## config.mk

```make
export PLATFORM = sky130hd
export DESIGN_NAME = fifo_pkt_reader
export DESIGN_NICKNAME = d
export VERILOG_FILES = /design/src/rtl/fifo_pkt_pkg.sv /design/src/rtl/pkt_out_buf.sv /design/src/rtl/fifo_pkt_reader.sv
export SDC_FILE = /design/constraint.sdc
export NUM_CORES = 1
export LEC_CHECK = 0
export BUFFER_PORTS_ARGS = -buffer_cell sky130_fd_sc_hd__buf_2
export CAP_MARGIN = 25
export CORE_ASPECT_RATIO = 0.75
export CORE_MARGIN = 4
export CORE_UTILIZATION = 61
export DETAILED_ROUTE_END_ITERATION = 10
export HOLD_SLACK_MARGIN = 0.12
export MAX_ROUTING_LAYER = met4
export PLACE_DENSITY = 0.85
export SLEW_MARGIN = 10
export SYNTH_ARGS = -nofsm -noshare
export SYNTH_HDL_FRONTEND = slang
export SYNTH_SLANG_ARGS = --single-unit
```

## constraint.sdc

```tcl
create_clock -name clk -period 5.5 [get_ports clk]
set_clock_uncertainty 0.05 [all_clocks]
set_input_delay 1.1 -clock clk [delete_from_list [all_inputs] [get_ports clk]]
set_output_delay 1.1 -clock clk [all_outputs]
set_load 0.01 [all_outputs]
```

## src/rtl/fifo_pkt_pkg.sv

```systemverilog
// Shared types and constants for the length-prefixed packet reader.
package fifo_pkt_pkg;

  localparam int DEF_DATA_WIDTH = 8;
  localparam int DEF_CNT_WIDTH  = 16;
  localparam int OUT_BUF_DEPTH  = 2;

  typedef enum logic [1:0] {
    S_HDR = 2'd0,
    S_PAY = 2'd1,
    S_CHK = 2'd2
  } parse_state_t;

endpackage

```

## src/rtl/pkt_out_buf.sv

```systemverilog
// Two-entry {data, sop, eop} buffer between the parser and the payload stream.
module pkt_out_buf
  import fifo_pkt_pkg::*;
#(
  parameter int DATA_WIDTH = DEF_DATA_WIDTH
) (
  input  logic                  clk,
  input  logic                  reset,
  input  logic                  push,
  input  logic [DATA_WIDTH-1:0] push_data,
  input  logic                  push_sop,
  input  logic                  push_eop,
  input  logic                  pop,
  output logic [1:0]            cnt,
  output logic                  head_valid,
  output logic [DATA_WIDTH-1:0] head_data,
  output logic                  head_sop,
  output logic                  head_eop
);

  localparam logic [1:0] DEPTH = 2'(OUT_BUF_DEPTH);

  logic [DATA_WIDTH-1:0] mem_data [OUT_BUF_DEPTH];
  logic                  mem_sop  [OUT_BUF_DEPTH];
  logic                  mem_eop  [OUT_BUF_DEPTH];
  logic                  wr_ptr;
  logic                  rd_ptr;
  logic                  do_push;
  logic                  do_pop;

  assign do_pop  = pop && (cnt != 2'd0);
  assign do_push = push && ((cnt < DEPTH) || do_pop);

  always_ff @(posedge clk) begin
    if (!reset) begin
      for (int i = 0; i < OUT_BUF_DEPTH; i++) begin
        mem_data[i] <= '0;
        mem_sop[i]  <= 1'b0;
        mem_eop[i]  <= 1'b0;
      end
      wr_ptr <= 1'b0;
      rd_ptr <= 1'b0;
      cnt    <= 2'd0;
    end else begin
      if (do_push) begin
        mem_data[wr_ptr] <= push_data;
        mem_sop[wr_ptr]  <= push_sop;
        mem_eop[wr_ptr]  <= push_eop;
        wr_ptr           <= ~wr_ptr;
      end
      if (do_pop) begin
        rd_ptr <= ~rd_ptr;
      end
      cnt <= cnt + {1'b0, do_push} - {1'b0, do_pop};
    end
  end

  // Head fields are masked so the stream reads all-zero whenever nothing is queued.
  assign head_valid = (cnt != 2'd0);
  assign head_data  = head_valid ? mem_data[rd_ptr] : '0;
  assign head_sop   = head_valid & mem_sop[rd_ptr];
  assign head_eop   = head_valid & mem_eop[rd_ptr];

endmodule

```

## src/rtl/fifo_pkt_reader.sv

```systemverilog
// Drains a byte FIFO, parses LEN/payload/XOR-checksum frames and streams the payload.
module fifo_pkt_reader
  import fifo_pkt_pkg::*;
#(
  parameter int DATA_WIDTH = DEF_DATA_WIDTH,
  parameter int CNT_WIDTH  = DEF_CNT_WIDTH
) (
  input  logic                  clk,
  input  logic                  reset,
  input  logic                  en,
  output logic                  rd_en,
  input  logic [DATA_WIDTH-1:0] rd_data,
  input  logic                  rd_val,
  output logic [DATA_WIDTH-1:0] out_data,
  output logic                  out_valid,
  input  logic                  out_ready,
  output logic                  out_sop,
  output logic                  out_eop,
  output logic                  frame_done,
  output logic                  chk_err,
  output logic [CNT_WIDTH-1:0]  frame_cnt,
  output logic [CNT_WIDTH-1:0]  err_cnt
);

  localparam logic [1:0] DEPTH = 2'(OUT_BUF_DEPTH);

  parse_state_t          state, state_n;
  logic [DATA_WIDTH-1:0] remain, remain_n;
  logic [DATA_WIDTH-1:0] xor_acc, xor_n;
  logic                  sop_flag, sop_n;
  logic                  inflight;
  logic                  accept;
  logic [1:0]            buf_cnt;
  logic                  push, push_sop, push_eop;
  logic                  done_n, err_n;

  // Every outstanding read holds a buffer slot, so a returning payload byte always fits.
  assign rd_en  = reset & en & ((buf_cnt + {1'b0, inflight}) < DEPTH);
  assign accept = inflight & rd_val;

  always_ff @(posedge clk) begin
    if (!reset) begin
      state      <= S_HDR;
      remain     <= '0;
      xor_acc    <= '0;
      sop_flag   <= 1'b0;
      inflight   <= 1'b0;
      frame_done <= 1'b0;
      chk_err    <= 1'b0;
      frame_cnt  <= '0;
      err_cnt    <= '0;
    end else begin
      state      <= state_n;
      remain     <= remain_n;
      xor_acc    <= xor_n;
      sop_flag   <= sop_n;
      inflight   <= rd_en;
      frame_done <= done_n;
      chk_err    <= err_n;
      frame_cnt  <= frame_cnt + CNT_WIDTH'(done_n);
      err_cnt    <= err_cnt + CNT_WIDTH'(err_n);
    end
  end

  always_comb begin
    state_n  = state;
    remain_n = remain;
    xor_n    = xor_acc;
    sop_n    = sop_flag;
    push     = 1'b0;
    push_sop = 1'b0;
    push_eop = 1'b0;
    done_n   = 1'b0;
    err_n    = 1'b0;
    if (accept) begin
      case (state)
        S_HDR: begin
          if (rd_data == '0) begin
            err_n = 1'b1;
          end else begin
            remain_n = rd_data;
            xor_n    = '0;
            sop_n    = 1'b1;
            state_n  = S_PAY;
          end
        end
        S_PAY: begin
          push     = 1'b1;
          push_sop = sop_flag;
          push_eop = (remain == DATA_WIDTH'(1));
          xor_n    = xor_acc ^ rd_data;
          remain_n = remain - DATA_WIDTH'(1);
          sop_n    = 1'b0;
          if (remain == DATA_WIDTH'(1)) begin
            state_n = S_CHK;
          end
        end
        S_CHK: begin
          done_n  = 1'b1;
          err_n   = (rd_data != xor_acc);
          state_n = S_HDR;
        end
        default: state_n = S_HDR;
      endcase
    end
  end

  pkt_out_buf #(
    .DATA_WIDTH(DATA_WIDTH)
  ) u_out_buf (
    .clk       (clk),
    .reset     (reset),
    .push      (push),
    .push_data (rd_data),
    .push_sop  (push_sop),
    .push_eop  (push_eop),
    .pop       (out_valid & out_ready),
    .cnt       (buf_cnt),
    .head_valid(out_valid),
    .head_data (out_data),
    .head_sop  (out_sop),
    .head_eop  (out_eop)
  );

endmodule

```

-- Word-level counts from Yosys, hierarchy flattened
Memory sizes are Yosys's and may differ from the RTL's. A register that Yosys moved wholly into a read port is not among the register bits.
Cells that the tools add are included.
- eq/ne operators: 6
- magnitude comparators: 2
- add/sub/neg operators: 6
- multiplexer cells: 40
- bitwise gates (word level): 9
- reductions and logical operators: 12
- operator list (cell ; count):
    adder 16 x 1 -> 16 bit ; 2
    2-to-1 mux 8 bit ; 4
    case mux 8 bit (2 select lines) ; 2
    2-to-1 mux 1 bit ; 29
    == test 8 x 1 -> 1 bit (second input constant) ; 1
    logical NOT 8 bit ; 1
    != test 8 bit ; 1
    OR reduction 8 bit ; 1
    subtractor 8 x 1 -> 8 bit (second input constant) ; 1
    XOR 8 bit ; 1
    AND 1 bit ; 6
    AND reduction 3 bit ; 2
    adder 2 x 1 -> 2 bit ; 2
    less-than comparator 2 bit (second input constant) ; 2
    2-to-1 mux 2 bit ; 2
    != test 2 bit (second input constant) ; 2
    case mux 1 bit (2 select lines) ; 2
    case mux 2 bit (2 select lines) ; 1
    nonzero test 2 bit ; 2
    == test 2 x 1 -> 1 bit (second input constant) ; 1
    == test 2 bit (second input constant) ; 1
    logical AND 1 bit ; 2
    logical NOT 2 bit ; 1
    inverter 1 bit ; 2
    3 further kinds ; 4
- memory bits (writable): 20
- register bits: 58
- output and inout port bits: 46
- word-level logic and storage cells: 90
- memories kept: 3
- input bits: 13
- memory list (memory ; depth ; bits a word ; read ports ; clocked after memory_dff ; write ports ; line ; source):
    u_out_buf.mem_data ; 2 ; 8 ; 1 ; 1 ; 2 ; pkt_out_buf.sv:23 ; logic [DATA_WIDTH-1:0] mem_data [OUT_BUF_DEPTH];
    u_out_buf.mem_eop ; 2 ; 1 ; 1 ; 1 ; 2 ; pkt_out_buf.sv:25 ; logic mem_eop [OUT_BUF_DEPTH];
    u_out_buf.mem_sop ; 2 ; 1 ; 1 ; 1 ; 2 ; pkt_out_buf.sv:24 ; logic mem_sop [OUT_BUF_DEPTH];

-- Depth between registers and ports, before layout
Gate-level depths: netlist of the first run.
- depth in word-level cells: 10
- gate-level depth with buffers: 10
- gate-level depth less buffers: 9

-- Cells and area by module
Synthesis of the first run repeated with hierarchy kept, for this count alone.
- cell total of the unflattened synthesis: 405
- area, all modules: 3772.4 um^2
- by module, submodules not included (module ; sequential area each (um^2) ; times used ; cells each ; area an instance (um^2)):
    fifo_pkt_reader ; 1081.0 ; 1 ; 302 ; 2593.7
    pkt_out_buf ; 660.6 ; 1 ; 103 ; 1178.6

-- Least setup slack after synthesis of the first run
OpenSTA, ideal clock, no wires.
- path type: input -> register
- start: input port rd_data[0]
- end: register err_cnt[11]
- setup slack: 1.929 ns
- setup time: 0.115 ns
- arrival: 3.407 ns
- buffers on the path: 0
- stages: 9
- required time: 5.335 ns
- path through: or4_1 > nor4_1 > inv_1 > o22ai_1 > ha_1 > nand4_1 > nor4_1 > xor2_1 > and2_1
- longest elaborated chain between the ends: 5
- elaborated cells on any way between the ends: 6
- classes of those cells: add/sub (1); eq/ne (1); mux (3); reduce/logical (1)
- ends and longest elaborated chain (item ; line ; source):
    start, declared ; fifo_pkt_reader.sv:12 ; input logic [DATA_WIDTH-1:0] rd_data,
    logical NOT 8 bit ; fifo_pkt_reader.sv:78 ; if (rd_data == '0) begin
    2-to-1 mux 1 bit ; fifo_pkt_reader.sv:78 ;
    case mux 1 bit (2 select lines) (*) ; fifo_pkt_reader.sv:76 ; case (state)
    2-to-1 mux 1 bit (*) ; fifo_pkt_reader.sv:75 ; if (accept) begin
    named net err_n ; fifo_pkt_reader.sv:35 ; logic done_n, err_n;
    adder 16 x 1 -> 16 bit (*) ; fifo_pkt_reader.sv:61 ; err_cnt <= err_cnt + CNT_WIDTH'(err_n);
    end signal, assigned ; fifo_pkt_reader.sv:61 ;
    end, declared ; fifo_pkt_reader.sv:22 ; output logic [CNT_WIDTH-1:0] err_cnt
Mark *: on every way through the listed nets, which the timed path passes. The rest lies on a longest branch.
A chain may end at the register's enable or synchronous reset.

-- Worst setup path after layout of the first run
Ends and elaborated chain as after synthesis.

==> flow_summary.ini, run 1 <==
[logic_synthesis]
synth_top_area_share_pct = 32.67
synth_ff_type = dfxtp_1
yosysSeqAreaShare_pct = 45.12
syn_area_mm2 = 0.003860
synth.distinct_cells = 43
yosys-top-cells-area = dfxtp_1 33%, edfxtp_1 12%, and2_1 7.3%, xnor2_1 4.3%, mux2i_1 3.6%
postSynthAreaPerCell_um2 = 9.369
yosysTopAreaCell = dfxtp_1
syn_inst = 412
synth_fp_nets = 433
synth_edf_count = 16
ys_ff_latch = 79
yosys_warnings = 0
ys_async_sr_fraction_pct = 0

[pwr]
p_seq_share_pct = 46.8
switchingPower_mw = 0.3711
power.internal_mw = 1.014
netSwitchingFraction_pct = 26.78
leakagePower_nw = 1.868
p_per_area_mw_per_mm2 = 312.6
comb_power_share_pct = 15.0
vdd_drop_max_mv = 0.2237
clockPowerShare_pct = 38.2

[placement]
dp_hpwl_mm = 5.880
post-place-ws_ps = 1179
placed_area_mm2 = 0.004173
portBuffers = 58
gp_congestion = 0.8654

[grt]
grtUsageTotal_pct = 22.98
grt_pass1_wl_mm = 14.01
grt_max_degree = 79
antenna_found_initial = 0
grt_pass1_vias = 2923
gr-total-overflow = 0

[outcome]
status = completed

[critical_path]
crit_path_top_delay_cell = or4_1
arrival_ps = 4160
worstPathCellList = buf_2 -> or4_1 -> nor4_1 -> inv_1 -> o22ai_1 -> ha_1 -> nand4_1 -> nor4_1 -> xor2_1 -> and2_1
cp_common_cell = nor4_1
path_max_fanout = 10
end_kind = flip-flop
worst_path_largest_cell_delay_ps = 600
cp.required_ps = 5690
setup.worst_path.class = in2reg
start_kind = input port

[clock_network]
cts_hold_buf = 0
clock_latency_ps = 350
cts_num_sinks = 79
cts_made_buffers = 9
cts_setup_buffers = 0
root_buffer = clkbuf_8
cts.htree.levels = 3
tritoncts = built
cts.clk_slew.worst_paths_ps = 80
cts_buffer_depth = 2
cts_resized = 0

[cells_and_area]
area_delta_synth_final_pct = 14.81
drive_gt1_share_pct = 17.02
antenna_cells = 0
mostFrequentLayoutCell = dfxtp_1
final_nets = 486
finish.instance_area_mm2 = 0.004432
final_cell_mix = 63 x dfxtp_1, 58 x buf_2, 45 x and2_1

[die]
die_area_mm2 = 0.007678
die_y_um = 76.89
coreArea_mm2 = 0.005976
start_util_pct = 64.59
core.rowCount = 24
die_x_um = 99.86
io_pins = 59

[sta]
setup_viol = 0
slew_viol_final = 0
setup_slack_ps = 1533
fmaxAchievable_ghz = 0.2521
hold_viol = 0
fin_crit_sh_pct = 72.13
grt_setup_unrepaired = no
totalNegativeSetupSlack_ps = 0
period_needed_ps = 3967
tightest_slew_ps = 998.3
maxSlewHeadroom_pct = 33.22

[run]
cap_violations = 0

[route]
drtIter0Drc = 218
drtPass1Iterations = 6
post_drt_wl_per_cell_um = 15.44
drc = 0
wl_mm = 8.462
vias = 3139
avgViaCountPerCell = 5.728
ant_nets = 0

[min_path]
hp-class = reg2reg
[critical path: cells and delay by family]
family	cells	cell delay, ps
simple gates	5	2240
buf+inv	2	240
compound gates	1	230
fa+ha+maj	1	230
xor+xnor	1	120
[cells in the mapped netlist, types with 8 or more instances]
| master | n |
|---|---|
| ha_1 | 8 |
| xor2_1 | 15 |
| nand4_1 | 14 |
| clkbuf_1 | 15 |
| mux2i_1 | 14 |
| nand2b_1 | 8 |
| nor2_1 | 24 |
| nand3_1 | 16 |
| xnor2_1 | 19 |
| inv_1 | 18 |
| nand2_1 | 23 |
| dfxtp_1 | 63 |
| nand3b_1 | 9 |
| edfxtp_1 | 16 |
| o21ai_0 | 23 |
| nor3_1 | 9 |
| and2_1 | 45 |
[final timing paths]
kind	startpoint	end	slack, ps	cells after the start
worst max-delay path	rd_data[0]	err_cnt[11]$_SDFF_PN0_	1530	10
worst min-delay path	sop_flag$_SDFFE_PN0P_	sop_flag$_SDFFE_PN0P_	400	2
worst max register to register	state[1]$_SDFFE_PN0P_	err_cnt[11]$_SDFF_PN0_	2040	9
worst min register to register	sop_flag$_SDFFE_PN0P_	sop_flag$_SDFFE_PN0P_	400	2
[state kept, by name, summed over array words and instances (netlist names), 2 cells and up, named ones only]
register            flops
frame_cnt              16
xor_acc                 8
err_cnt                16
u_out_buf.cnt           2
u_out_buf.mem_eop       2
state                   2
remain                  8
u_out_buf.mem_sop       2
u_out_buf.mem_data     16
[cells by family (layout without fill, tap and decap cells)]
| group | count (synthesis) | after routing | share of synthesized area [%] |
|---|---|---|---|
| and+or+nand+nor | 179 | 179 | 25.96 |
| adders and majority gates | 8 | 8 | 2.593 |
| xor gates and xnor gates | 34 | 34 | 7.715 |
| muxes | 15 | 15 | 3.922 |
| AOI/OAI and AO/OA | 61 | 61 | 10.60 |
| buffers and inverters | 36 | 94 | 4.084 |
| DFF | 79 | 79 | 45.12 |
[metrics by stage]
step                utilization [%]  power [mW]  cells  hold slack (ps)
floorplan                         -      0.8070    412            374.0
global placement              69.83      0.8578    532            383.7
detailed placement            69.83      0.8680    532            387.7
CTS                           74.16       1.395    548            401.0
global route                  74.16       1.447    548            411.6
finish                        74.16       1.386    548            403.5
[routing by layer]
metal	track usage, %	wire (um)
met1	29.65	3891
met2	36.95	4103
met3	5.077	381
met4	5.321	87
met5	-	0
[power by group through the flow]
| stage | registers, mW | logic, mW | clock network [mW] |
|---|---|---|---|
| 6_report | 0.649 | 0.208 | 0.529 |
| 3_5_place_dp | 0.662 | 0.206 | 0 |
| 5_1_grt | 0.652 | 0.234 | 0.561 |
| 3_3_place_gp | 0.660 | 0.198 | 0 |
| 4_1_cts | 0.649 | 0.209 | 0.537 |
| 2_1_floorplan | 0.641 | 0.166 | 0 |
[area by class of cell]
cell class	count	area (um^2)
clock buffers	11	173.9
clock inverters	5	85.08
multi-input cells	297	1961
well taps	78	97.59
inverters	18	67.56
flip-flops and latches	79	1742
fillers	454	1544
repair buffers	60	305.3
Power figures use the tool's default switching activity.
==> inputs of run 2 (changes only) <==
--- a/config.mk
+++ b/config.mk
@@ -9,11 +9,11 @@
 export CAP_MARGIN = 25
 export CORE_ASPECT_RATIO = 0.75
 export CORE_MARGIN = 4
-export CORE_UTILIZATION = 61
+export CORE_UTILIZATION = 57
 export DETAILED_ROUTE_END_ITERATION = 10
 export HOLD_SLACK_MARGIN = 0.12
 export MAX_ROUTING_LAYER = met4
-export PLACE_DENSITY = 0.85
+export PLACE_DENSITY = 0.8
 export SLEW_MARGIN = 10
 export SYNTH_ARGS = -nofsm -noshare
 export SYNTH_HDL_FRONTEND = slang
==> constraint.sdc (replaced) <==
create_clock -name clk -period 3.8 [get_ports clk]
set_clock_uncertainty 0.05 [all_clocks]
set_input_delay 0.76 -clock clk [delete_from_list [all_inputs] [get_ports clk]]
set_output_delay 0.76 -clock clk [all_outputs]
set_load 0.01 [all_outputs]
==> flow_summary.ini, run 2 (synthesis results as in run 1) <==
[outcome]
status = completed

[route]
avgViaCountPerCell = 5.582
drtPass1Iterations = 5
drc = 0
m1WireLength_mm = 3.768
vias = 3087
ant_nets = 0
wl_mm = 8.223
drtIter0Drc = 268
wl_met3_um = 432
highest_layer = met4
post_drt_wl_per_cell_um = 14.87
met2_length_mm = 3.927

[die]
die_x_um = 103.0
die_y_um = 79.27
io_pins = 59
coreArea_mm2 = 0.006444
die_area_mm2 = 0.008166
start_util_pct = 59.90
core.rowCount = 25

[cells_and_area]
final_nets = 488
mostFrequentLayoutCell = dfxtp_1
stdcell_count = 553
top_regs = err_cnt: 16 flops, frame_cnt: 16 flops, u_out_buf.mem_data: 16 flops
multi_input_area_mm2 = 0.001961
antenna_cells = 0
fill_cells = 509
final_cell_mix = 63 x dfxtp_1, 58 x buf_2, 45 x and2_1
regArea_mm2 = 0.001742
area_delta_synth_final_pct = 13.74
drive_gt1_share_pct = 17.37

[critical_path]
end_kind = flip-flop
reg2reg_to = err_cnt[11]$_SDFF_PN0_
crit-reg2reg-launch = state[1]$_SDFFE_PN0P_
setup.worst_path.class = in2reg
arrival_ps = 3510
rrSetupSlack_ps = 640
cp.required_ps = 4000
cp-startpoint = rd_data[0]
ff2ff_path_depth = 9
path_max_fanout = 10
start_kind = input port

[clock_network]
tritoncts = built
cts_setup_buffers = 0
cts_buffer_depth = 2
cts.clk_slew.worst_paths_ps = 90
cts_resized = 0
cts_hold_buf = 0
cts_made_buffers = 9
cts_num_sinks = 79
cts.htree.levels = 3
clock_latency_ps = 350
root_buffer = clkbuf_8

[pwr]
p_per_area_mw_per_mm2 = 423.6
power.total_mw = 1.860
vdd_drop_max_mv = 0.2265
leakagePower_nw = 1.849

[run]
cap_violations = 0

[placement]
portBuffers = 58
dp_cells = 537
gp_congestion = 0.8469
dp_hpwl_mm = 5.804

[min_path]
hp-class = reg2reg
hold_path_depth = 2
hold_start = sop_flag$_SDFFE_PN0P_
min_to = sop_flag$_SDFFE_PN0P_

[grt]
grt_pass1_wl_mm = 13.55
grt_max_degree = 43
gr-total-overflow = 0
grt_pass1_vias = 2876
antenna_found_initial = 0
grtUsageTotal_pct = 21.66

[sta]
totalNegativeSetupSlack_ps = 0
slew_viol_final = 0
maxSlewHeadroom_pct = 46.01
setup_viol = 0
fmaxAchievable_ghz = 0.3023
period_needed_ps = 3308
hold_viol = 0
grt_setup_unrepaired = no
fin_crit_sh_pct = 87.04
tightest_slew_ps = 802.5
## run 2: changes by cell type in the layout (fill, tap and decap cells not counted), sizes merged
cell	previous run	this run
inv	18	21
clkinvlp	1	2
clkbuf	11	10
buf	60	62
bufinv	2	0
clkinv	2	1
## run 2: routing by layer
| layer | vias to the layer above | track usage, % |
|---|---|---|
| met5 | - | - |
| met3 | 10 | 4.917 |
| met2 | 74 | 33.87 |
| met1 | 1457 | 27.77 |
| met4 | 0 | 7.245 |
| li1 | 1546 | - |
## run 2: power breakdown
| group | total (mW) | internal (mW) | switching (mW) |
|---|---|---|---|
| Clock | 0.620 | 0.285 | 0.335 |
| Combinational | 0.301 | 0.128 | 0.174 |
| Sequential | 0.938 | 0.888 | 0.0500 |
| Total | 1.86 | 1.30 | 0.559 |
## run 2: how the worst max path moves through the flow
stage	end	slack, ps
2_1_floorplan	err_cnt[11]$_SDFF_PN0_	570
3_3_place_gp	err_cnt[11]$_SDFF_PN0_	230
3_5_place_dp	err_cnt[11]$_SDFF_PN0_	120
4_1_cts	err_cnt[11]$_SDFF_PN0_	490
5_1_grt	err_cnt[11]$_SDFF_PN0_	310
6_report	err_cnt[11]$_SDFF_PN0_	490
## run 2: worst max-delay path: stages
cell and delay (ps):
buf_2 150, or4_1 590, nor4_1 340, inv_1 80, o22ai_1 240, ha_1 250
nand4_1 350, nor4_1 460, xor2_1 110, and2_1 170
## run 2: stage by stage
| step | hold slack, ps | worst slack (ps) | util, % | cell area [um^2] |
|---|---|---|---|---|
| after global placement | 384.4 | 230.1 | 65.05 | 4192 |
| after detailed placement | 395.6 | 120.5 | 65.05 | 4192 |
| after CTS | 410.1 | 493.6 | 68.14 | 4390 |
| after global routing | 433.0 | 311.8 | 68.14 | 4390 |
| final | 407.8 | 492.4 | 68.14 | 4390 |
| after floorplan | 374.0 | 568.5 | - | 3860 |
## run 2: layout make-up
| class | count | share of cell area, % |
|---|---|---|
| multi-input combinational | 297 | 44.66 |
| sequential | 79 | 39.67 |
| timing repair buffer | 62 | 7.296 |
| clock buffer | 10 | 3.391 |
| tap | 81 | 2.308 |
| inverter | 18 | 1.539 |
| clock inverter | 6 | 1.140 |
